**src/rtl/mmc_pkg.sv**
```systemverilog
`default_nettype none
// +----------------------------------------------------------------------+
// | mmc_pkg                                                              |
// | Shared encodings for the multi-mode game counter.                    |
// | Revision: 1.0                                                        |
// +----------------------------------------------------------------------+
package mmc_pkg;

    typedef enum logic [1:0] {
        UP_S = 2'b00,
        UP_L = 2'b01,
        DN_S = 2'b10,
        DN_L = 2'b11
    } ctrl_e;

    typedef enum logic [1:0] {
        WHO_NONE = 2'b00,
        WHO_LOSE = 2'b01,
        WHO_WIN  = 2'b10
    } who_e;

endpackage
`default_nettype wire

```
**src/rtl/mmc_score.sv**
```systemverilog
`default_nettype none
// +----------------------------------------------------------------------+
// | mmc_score                                                            |
// | Win/lose tallies and sticky end-of-game flag for the game counter.   |
// | Revision: 1.0                                                        |
// +----------------------------------------------------------------------+
module mmc_score
    import mmc_pkg::*;
#(
    parameter int LIMIT = 15
) (
    input  logic                         clk,
    input  logic                         rst,
    input  logic                         win_evt,
    input  logic                         lose_evt,
    output logic [$clog2(LIMIT+1)-1:0]   win_cnt,
    output logic [$clog2(LIMIT+1)-1:0]   lose_cnt,
    output logic                         gameover,
    output logic [1:0]                   who
);

    localparam int CW = $clog2(LIMIT+1);
    localparam logic [CW-1:0] c_last = CW'(LIMIT - 1);
    localparam logic [CW-1:0] c_one  = CW'(1);

    logic [CW-1:0] r_win_cnt;
    logic [CW-1:0] r_lose_cnt;
    logic          r_gameover;
    who_e          r_who;

    // The tally that reaches LIMIT ends the game on the same edge it increments.
    always_ff @(posedge clk or posedge rst) begin
        if (rst) begin
            r_win_cnt  <= '0;
            r_lose_cnt <= '0;
            r_gameover <= 1'b0;
            r_who      <= WHO_NONE;
        end else if (!r_gameover) begin
            if (win_evt) begin
                r_win_cnt <= r_win_cnt + c_one;
                if (r_win_cnt == c_last) begin
                    r_gameover <= 1'b1;
                    r_who      <= WHO_WIN;
                end
            end else if (lose_evt) begin
                r_lose_cnt <= r_lose_cnt + c_one;
                if (r_lose_cnt == c_last) begin
                    r_gameover <= 1'b1;
                    r_who      <= WHO_LOSE;
                end
            end
        end
    end

    assign win_cnt  = r_win_cnt;
    assign lose_cnt = r_lose_cnt;
    assign gameover = r_gameover;
    assign who      = r_who;

endmodule
`default_nettype wire

```
**src/rtl/multi_mode_counter_p.sv**
```systemverilog
`default_nettype none
// +----------------------------------------------------------------------+
// | multi_mode_counter_p                                                 |
// | Up/down two-step game counter with load, hold and win/lose scoring.  |
// | Revision: 1.0                                                        |
// +----------------------------------------------------------------------+
module multi_mode_counter_p
    import mmc_pkg::*;
#(
    parameter int WIDTH      = 4,
    parameter int STEP_SMALL = 1,
    parameter int STEP_LARGE = 2,
    parameter int LIMIT      = 15
) (
    input  logic                         clk,
    input  logic                         rst,
    input  logic                         en,
    input  logic [1:0]                   ctrl,
    input  logic                         init,
    input  logic [WIDTH-1:0]             init_value,
    output logic [WIDTH-1:0]             count,
    output logic                         winner,
    output logic                         loser,
    output logic                         gameover,
    output logic [1:0]                   who,
    output logic [$clog2(LIMIT+1)-1:0]   win_cnt,
    output logic [$clog2(LIMIT+1)-1:0]   lose_cnt
);

    localparam logic [WIDTH-1:0] c_max        = '1;
    localparam logic [WIDTH-1:0] c_step_small = WIDTH'(STEP_SMALL);
    localparam logic [WIDTH-1:0] c_step_large = WIDTH'(STEP_LARGE);

    logic [WIDTH-1:0] r_count;
    logic             r_winner;
    logic             r_loser;
    logic [WIDTH-1:0] w_next;
    logic             w_step_en;
    logic             w_win_evt;
    logic             w_lose_evt;
    logic             w_gameover;

    // Modular add/subtract: large steps are allowed to jump over 0 or MAX.
    always_comb begin
        w_next = r_count + c_step_small;
        case (ctrl_e'(ctrl))
            UP_S:    w_next = r_count + c_step_small;
            UP_L:    w_next = r_count + c_step_large;
            DN_S:    w_next = r_count - c_step_small;
            DN_L:    w_next = r_count - c_step_large;
            default: w_next = r_count + c_step_small;
        endcase
    end

    assign w_step_en  = ~w_gameover & ~init & en;
    assign w_win_evt  = w_step_en & (w_next == c_max);
    assign w_lose_evt = w_step_en & (w_next == '0);

    always_ff @(posedge clk or posedge rst) begin
        if (rst) begin
            r_count  <= '0;
            r_winner <= 1'b0;
            r_loser  <= 1'b0;
        end else begin
            r_winner <= w_win_evt;
            r_loser  <= w_lose_evt;
            if (!w_gameover && init) begin
                r_count <= init_value;
            end else if (w_step_en) begin
                r_count <= w_next;
            end
        end
    end

    mmc_score #(
        .LIMIT    (LIMIT)
    ) u_score (
        .clk      (clk),
        .rst      (rst),
        .win_evt  (w_win_evt),
        .lose_evt (w_lose_evt),
        .win_cnt  (win_cnt),
        .lose_cnt (lose_cnt),
        .gameover (w_gameover),
        .who      (who)
    );

    assign count    = r_count;
    assign winner   = r_winner;
    assign loser    = r_loser;
    assign gameover = w_gameover;

endmodule
`default_nettype wire
```
**config.mk**
```make
export PLATFORM = sky130hd
export DESIGN_NAME = multi_mode_counter_p
export DESIGN_NICKNAME = d
export VERILOG_FILES = /design/src/rtl/mmc_pkg.sv /design/src/rtl/mmc_score.sv /design/src/rtl/multi_mode_counter_p.sv
export SDC_FILE = /design/constraint.sdc
export NUM_CORES = 1
export LEC_CHECK = 0
export CAP_MARGIN = 20
export CELL_PAD_IN_SITES_DETAIL_PLACEMENT = 1
export CELL_PAD_IN_SITES_GLOBAL_PLACEMENT = 2
export CORE_UTILIZATION = 31
export DETAILED_ROUTE_END_ITERATION = 10
export PLACE_DENSITY = 0.86
export SETUP_SLACK_MARGIN = 0.4
export SYNTH_ARGS = -nofsm -noshare
export SYNTH_HDL_FRONTEND = slang
export SYNTH_HIERARCHICAL = 1
export SYNTH_SLANG_ARGS = --single-unit
```
**constraint.sdc**
```tcl
create_clock -name clk -period 5.2 [get_ports clk]
set_input_delay 0.78 -clock clk [delete_from_list [all_inputs] [get_ports clk]]
set_output_delay 0.78 -clock clk [all_outputs]
set_load 0.01 [all_outputs]
```
# ---- Yosys cells after proc, flatten, opt, wreduce, memory -nomap -nowiden
# Cells that the tools add are included.
dict set report classes {
  n_reduce_logical 10
  bitwise_logic 7
  addsub 6
  eq_ne 7
  n_mux 12
}
# operator count
set op_table {}
lappend op_table {{case mux 4 bit (4 select lines)} 1}
lappend op_table {{adder 4 x 1 -> 4 bit (second input constant)} 3}
lappend op_table {{== test 4 bit (second input constant)} 3}
lappend op_table {{two-way mux 2 bit} 4}
lappend op_table {{two-way mux 4 bit} 2}
lappend op_table {{nonzero test 2 bit} 3}
lappend op_table {{two-way mux 1 bit} 5}
lappend op_table {{adder 4 x 2 -> 4 bit (second input constant)} 1}
lappend op_table {{bitwise AND 1 bit} 4}
lappend op_table {{== test 2 bit (second input constant)} 2}
lappend op_table {{logical NOT 4 bit} 1}
lappend op_table {{AND reduction 4 bit} 1}
lappend op_table {{subtractor 4 x 1 -> 4 bit (second input constant)} 1}
lappend op_table {{subtractor 4 x 2 -> 4 bit (second input constant)} 1}
lappend op_table {{inverter 1 bit} 3}
lappend op_table {{AND reduction 3 bit} 1}
lappend op_table {{== test 2 x 1 -> 1 bit (second input constant)} 1}
lappend op_table {{logical NOT 2 bit} 1}
lappend op_table {{!= test 2 x 1 -> 1 bit (second input constant)} 1}
lappend op_table {{AND reduction 2 bit} 1}
lappend op_table {{logical AND 1 bit} 1}
lappend op_table {{logical NOT 1 bit} 1}
dict set report totals {
  ff_bits 17
  output_inout_bits 17
  wordCells 49
}

# ---- Depth between registers and ports, before layout
# Gate-level depths: netlist (run 1).
dict set report logic_depth {
  depth_word 7
  ltp_mapped 10
  depth_no_buf 10
}

# ---- Hierarchy
# Netlist (run 1), hierarchy kept.
# mod n_inst cells_each area_each_um2 seq_area_each_um2
set modules_own_cells {}
lappend modules_own_cells {mmc_score 1 44 513.0 275.3}
lappend modules_own_cells {multi_mode_counter_p 1 58 498.0 150.1}

# ---- Worst setup path before layout (run 1)
# OpenSTA, ideal clock, no wires.
dict set report synth_path {
  path_type {in2reg}
  from {input port ctrl[1]}
  to {register u_score.r_win_cnt[3], in the netlist u_score/win_cnt[3]}
  n_path_buf 0
  arrival_time_ns 2.707
  required_time_ns 5.074
  path_slack_ns 2.367
  path_stages 10
  cell_sequence {nor2b_1 > xnor2_1 > ha_1 > nor2b_1 > o21ai_0 > a31oi_1 > nor3_1 > and2b_1 > nand4_1 > xnor2_1}
}
dict set report synth_between {
  elab_chain_len 5
  elab_cells_between_ends 8
  classes_between {eq/ne (4); mux (1); bitwise (1); reduce/logical (2)}
}
# element line_no
set synth_rtl {}
lappend synth_rtl {{start: declaration} multi_mode_counter_p.sv:18} ;# input logic [1:0] ctrl,
lappend synth_rtl {{== test 2 bit, or another cell as far along} multi_mode_counter_p.sv:46} ;# case (ctrl_e'(ctrl))
lappend synth_rtl {{case mux 4 bit (4 select lines) (*)} multi_mode_counter_p.sv:46}
lappend synth_rtl {{== test 4 bit (*)} multi_mode_counter_p.sv:56} ;# assign w_win_evt = w_step_en & (w_next == c_max);
lappend synth_rtl {{bitwise AND 1 bit (*)} multi_mode_counter_p.sv:56}
lappend synth_rtl {{net w_win_evt} multi_mode_counter_p.sv:39} ;# logic w_win_evt;
lappend synth_rtl {{AND reduction 2 bit (no line) (*)} n/a}
lappend synth_rtl {{end signal: assignment} mmc_score.sv:40} ;# r_win_cnt <= r_win_cnt + c_one;
lappend synth_rtl {{end: declaration} mmc_score.sv:26} ;# logic [CW-1:0] r_win_cnt;
# Mark *: on every way through the listed nets, which the timed path passes. The rest lies on a longest branch.
# A chain may end at the register's enable or synchronous reset.

# ---- Worst setup path in the final report (run 1)
# Ends and elaborated chain as after synthesis.

==> results.json, run 1 <==
{
  "status": "completed",
  "port_buffers": 26,
  "worst_slew_pin_slew_ns": 0.920,
  "synth_cell_types": 35,
  "min_period_ns": 3.50,
  "setup_viol": 0,
  "synth-seq-area-share_pct": 42.1,
  "syn_area_per_cell_um2": 9.91,
  "drtAntennaViolNets": 0,
  "yosys_most_used_dff": "dfrtp_1",
  "postLayoutCoreUtil_pct": 43.9,
  "clockBufferDepth": 2,
  "cap_violations": 0,
  "drc": 0,
  "via_per_inst": 4.86,
  "r2r_slack_ns": 2.20,
  "ir_drop_mv": 0.0960,
  "io_pins": 27,
  "synth_top_cell_area_share_pct": 42.1,
  "min_to": "u_score/lose_cnt[3]",
  "yosysWarnings": 6,
  "hold_class": "reg -> reg",
  "cts_tree": "done",
  "tns_ns": 0,
  "synthAdderAreaFrac_pct": 8.17,
  "slew_headroom_pct": 38.2,
  "synth.area.mux_share_pct": 0.990,
  "grt_max_degree": 13,
  "crit_required_ns": 5.39,
  "antenna_found_initial": 0,
  "synthArstFlopShare_pct": 100,
  "vias": 851,
  "max_freq_mhz": 285,
  "synth_top_area_cell": "dfrtp_1",
  "grt_pass1_vias": 873,
  "rows": 20,
  "power_uw": 258,
  "die_height_um": 59.1,
  "path_clk_slew_ns": 0.10,
  "htreeDepth": 1,
  "cp.arrival_ns": 3.69,
  "ys_ff_latch": 17,
  "start_util_pct": 32.8,
  "postSynthCellCount": 102,
  "cts_resized": 0,
  "drv_slew": 0,
  "grt_usage_pct": 15.2,
  "synth.area.top_cells": "dfrtp_1 (42%), ha_1 (6.2%), xnor2_1 (6.1%)",
  "synth_compound_area_share_pct": 13.9,
  "min_from": "u_score/lose_cnt[3]",
  "r2r_cells": 9,
  "layout.nets": 148,
  "final_common_cell": "clkdlybuf4s50_1",
  "synth_xor_area_share_pct": 9.28,
  "antenna_cells": 0,
  "gp_congestion": 0.824,
  "end_kind": "register",
  "drive_above_1_share_pct": 4.58,
  "syn_nets": 118,
  "post_cts_buffers": 0,
  "r2r_end": "u_score/win_cnt[3]",
  "start_kind": "input port",
  "worstHoldPathCells": 1,
  "fin_crit_sh_pct": 67.4,
  "grt_pass1_wl_mm": 3.95,
  "hold_viol": 0,
  "cts_inserted_buffers": 3,
  "coreArea_um2": 3080,
  "dieWidth_um": 59.1,
  "clockRootBuffer": "clkbuf_4",
  "syn-cell-area_um2": 1010,
  "synth-edff-count": 0,
  "ctsHoldBuffers": 0,
  "total_leakage_power_nw": 0.583,
  "clock_skew_ns": 0.00546,
  "drt_first_pass_iters": 4,
  "rsz0062_at_grt": "false",
  "worstPathMaxFanout": 8,
  "synthSimpleGateAreaFrac_pct": 21.2,
  "path_class": "in -> reg",
  "drtIter0Drc": 16,
  "drt-total-wl_mm": 2.37,
  "wire_per_inst_um": 13.5,
  "dpl.hpwl_mm": 1.85,
  "grt_overflow": 0,
  "r2r_start": "count[1]",
  "clock_latency_ns": 0.30,
  "power_density_nw_per_um2": 191,
  "dieArea_um2": 3490,
  "syn_to_final_growth_pct": 33.5,
  "synth_top_family_by_area": "simple AND/OR/NAND/NOR gates",
  "final_cell_mix": "clkdlybuf4s50_1 (26), dfrtp_1 (17), inv_1 (10)",
  "cts.sinks": 17
}
[area by class of cell]
| cell class | instances | area [um^2] |
|---|---|---|
| inverters | 11 | 41.3 |
| fillers | 356 | 1730 |
| flip-flops and latches | 17 | 425 |
| well taps | 44 | 55.1 |
| clock buffers | 3 | 22.5 |
| multi-input cells | 73 | 541 |
| repair buffers | 26 | 260 |
| clock inverters | 1 | 5.00 |
[critical path, cell delays in order]
cell and delay [ns]:
clkdlybuf4s50_1 0.60, nor2b_1 0.19, xnor2_1 0.14, ha_1 0.21, nor2b_1 0.17, or3_1 0.12
a31oi_1 0.11, nor3_1 0.77, and2b_1 0.30, nand4_1 0.14, xnor2_1 0.15
[registers in the layout (all words and copies together), names as in the netlist]
register / cells
count: 4
loser: 1
u_score/gameover: 1
u_score/lose_cnt: 4
u_score/who: 2
u_score/win_cnt: 4
winner: 1
[where the power goes]
group	switching, mW	internal (mW)	total, mW	leakage (nW)
logic	0.0223	0.0244	0.0467	0.355
registers	0.00486	0.135	0.139	0.210
clock network	0.0434	0.0287	0.0721	0.0177
total	0.0705	0.188	0.258	0.583
[kinds of logic (layout without fill, tap and decap cells)]
family          count (synthesis)  after routing
compound gates                 22             22
xor+xnor                        9              9
fa+ha+maj                       6              6
buf+inv                        12             41
flops                          17             17
mux                             1              1
simple gates                   35             35
[per-layer routing]
| layer | wire length, um | GRT usage (%) | up-vias | share of wire [%] |
|---|---|---|---|---|
| met1 | 1150 | 21.4 | 414 | 49 |
| met4 | 22 | 3.40 | 0 | 0.93 |
| li1 | - | - | 414 | - |
| met3 | 113 | 4.37 | 2 | 4.8 |
| met5 | 0 | 0 | - | 0 |
| met2 | 1080 | 23.1 | 21 | 46 |
[cell usage after synthesis (2+ instances only)]
cell	number
a21oi_1	2
nand3_1	2
a31oi_1	3
nor3b_1	2
inv_1	10
a22oi_1	3
nand4_1	4
dfrtp_1	17
xnor2_1	7
nor2_1	6
ha_1	5
nor2b_1	3
or3_1	2
nand2_1	7
o31ai_1	3
o21ai_0	7
[worst max path at each step]
stage	slack, ns	end	start	cells after the start
after floorplan	2.37	u_score/win_cnt[3]	ctrl[1]	10
after global placement	1.54	u_score/win_cnt[3]	ctrl[1]	11
after detailed placement	1.41	u_score/win_cnt[3]	ctrl[1]	11
after CTS	1.68	u_score/win_cnt[3]	ctrl[1]	11
after global routing	1.47	u_score/who[0]	ctrl[1]	11
final	1.70	u_score/win_cnt[3]	ctrl[1]	11
[per-stage QoR]
stage	area [um^2]	cells	worst slack, ns	hold WS (ns)
floorplan	1010	102	2.37	0.526
global placement	1320	171	1.54	0.499
CTS	1350	175	1.68	0.516
finish	1350	175	1.70	0.510
global route	1350	175	1.47	0.533
detailed placement	1320	171	1.41	0.504
Power figures use the tool's default switching activity.
==> inputs of run 2 (changes only) <==
--- a/config.mk
+++ b/config.mk
@@ -8,9 +8,9 @@
 export CAP_MARGIN = 20
 export CELL_PAD_IN_SITES_DETAIL_PLACEMENT = 1
 export CELL_PAD_IN_SITES_GLOBAL_PLACEMENT = 2
-export CORE_UTILIZATION = 31
+export CORE_UTILIZATION = 26
 export DETAILED_ROUTE_END_ITERATION = 10
-export PLACE_DENSITY = 0.86
+export PLACE_DENSITY = 0.77
 export SETUP_SLACK_MARGIN = 0.4
 export SYNTH_ARGS = -nofsm -noshare
 export SYNTH_HDL_FRONTEND = slang
==> constraint.sdc (replaced) <==
create_clock -name clk -period 3.1 [get_ports clk]
set_input_delay 0.465 -clock clk [delete_from_list [all_inputs] [get_ports clk]]
set_output_delay 0.465 -clock clk [all_outputs]
set_load 0.01 [all_outputs]
==> results.json, run 2 (synthesis gave the netlist of run 1 again) <==
{
  "status": "completed",
  "pre_cts_slack_ns": -0.0239,
  "drt_first_pass_iters": 4,
  "crit_required_ns": 3.23,
  "rows": 22,
  "max_freq_mhz": 390,
  "grt_pass1_vias": 954,
  "drtAntennaViolNets": 0,
  "total_leakage_power_nw": 0.644,
  "cap_violations": 0,
  "dieArea_um2": 4140,
  "port_buffers": 26,
  "setup_viol": 0,
  "r2r_cells": 10,
  "setup_slack_ns": 0.534,
  "antenna_cells": 0,
  "grt_pass1_wl_mm": 4.56,
  "cp.arrival_ns": 2.70,
  "r2r_end": "u_score/who[1]",
  "worstPathMaxFanout": 4,
  "clockBufferDepth": 2,
  "clock_latency_ns": 0.25,
  "clock_skew_ns": 0.00699,
  "rsz0062_at_grt": "false",
  "cp_slowest_cell": "fa_2",
  "path_class": "in -> reg",
  "hold_viol": 0,
  "dieWidth_um": 64.4,
  "drc": 0,
  "worst_slew_pin_slew_ns": 0.476,
  "syn_to_final_growth_pct": 45.7,
  "cts.sinks": 17,
  "coreArea_um2": 3690,
  "final_common_cell": "clkdlybuf4s50_1",
  "end_kind": "register",
  "postLayoutCoreUtil_pct": 39.9,
  "cts_inserted_buffers": 3,
  "htreeDepth": 1,
  "tns_ns": 0,
  "grt_usage_pct": 14.4,
  "final_cell_mix": "clkdlybuf4s50_1 (24), dfrtp_1 (16), inv_1 (9)",
  "path_clk_slew_ns": 0.07,
  "vias": 890,
  "start_kind": "input port",
  "cts_tree": "done",
  "clockRootBuffer": "clkbuf_8",
  "layout.nets": 157,
  "dpl.hpwl_mm": 1.99,
  "slew_headroom_pct": 68.2,
  "via_per_inst": 4.73,
  "fin_crit_sh_pct": 82.8,
  "post_dp_cell_area_um2": 1360,
  "drtIter0Drc": 50,
  "drv_slew": 0,
  "antenna_found_initial": 0,
  "gp_congestion": 0.746,
  "io_pins": 27,
  "min_period_ns": 2.57,
  "start_util_pct": 27.4,
  "max_stage_delay_ns": 0.35,
  "finalInstanceArea_um2": 1470,
  "hold_class": "in -> async",
  "ir_drop_mv": 0.255,
  "drt-total-wl_mm": 2.67,
  "grt_overflow": 0,
  "crit_path_cell_trace": "dlygate4sd2_1 > buf_6 > nand2_1 > fa_2 > xor3_1 > nor2_1 > a31oi_2 > and4_1 > nand4_1 > o31ai_1 > o21ai_0",
  "r2r_slack_ns": 0.60,
  "wire_per_inst_um": 14.2,
  "die_height_um": 64.4,
  "power_density_nw_per_um2": 337,
  "r2r_start": "count[1]",
  "drive_above_1_share_pct": 15.7,
  "grt_max_degree": 13
}
-- run 2: changes by cell type in the layout (fill, tap and decap cells not counted), sizes merged --
cell	before	now
buf	0	9
clkdlybuf4s50	26	24
dlygate4sd2	0	2
-- run 2: final cells by class --
| type | instances | area [um^2] |
|---|---|---|
| fill | 441 | 2220 |
| multi-input combinational | 73 | 566 |
| sequential | 17 | 427 |
| timing repair buffer | 35 | 333 |
| tap | 48 | 60.1 |
| clock buffer | 3 | 41.3 |
| inverter | 11 | 41.3 |
| clock inverter | 1 | 5.00 |
-- run 2: per-stage QoR --
| step | hold slack, ns | instances | power (mW) |
|---|---|---|---|
| final | 0.454 | 188 | 0.497 |
| after global routing | 0.469 | 188 | 0.527 |
| after CTS | 0.465 | 187 | 0.500 |
| after detailed placement | 0.515 | 179 | 0.318 |
| after global placement | 0.491 | 179 | 0.315 |
| after floorplan | 0.256 | 102 | 0.281 |
-- run 2: what timing repair did --
action,in CTS,in global routing
gates cloned,0,0
hold buffers,0,0
resized for setup,9,3
buffers inserted,4,1
setup endpoints to repair,5,6
pin swaps,6,0
-- run 2: worst max-delay path, delay by kind of cell --
kind	cells	cell delay [ns]
AO/OA/AOI/OAI	3	0.53
XOR/XNOR	1	0.32
adder cells (fa/ha/maj)	1	0.35
buffers and inverters	2	0.42
AND/OR/NAND/NOR	4	0.61
-- run 2: how the worst max path moves through the flow --
| stage | start | to | slack, ns |
|---|---|---|---|
| global placement | ctrl[1] | u_score/lose_cnt[1] | 0.10 |
| detailed placement | ctrl[1] | u_score/lose_cnt[3] | -0.02 |
| global route | ctrl[1] | u_score/who[1] | 0.36 |
| finish | ctrl[0] | u_score/who[1] | 0.53 |
| CTS | count[1] | u_score/lose_cnt[3] | 0.45 |
| floorplan | count[1] | u_score/win_cnt[3] | 0.53 |
-- run 2: report_power, final --
part           leakage, nW  internal, mW  switching (mW)
Sequential           0.209         0.226         0.00845
Clock               0.0255        0.0891          0.0744
Combinational        0.409        0.0550          0.0435
-- run 2: metal layers --
layer  vias up  share of wire (%)  track usage, %
met5         -                  0               0
met4         0                  0            1.67
met3         0                2.8            3.39
met2        13                 50            25.1
met1       441                 48            18.3
li1        436                  -               -
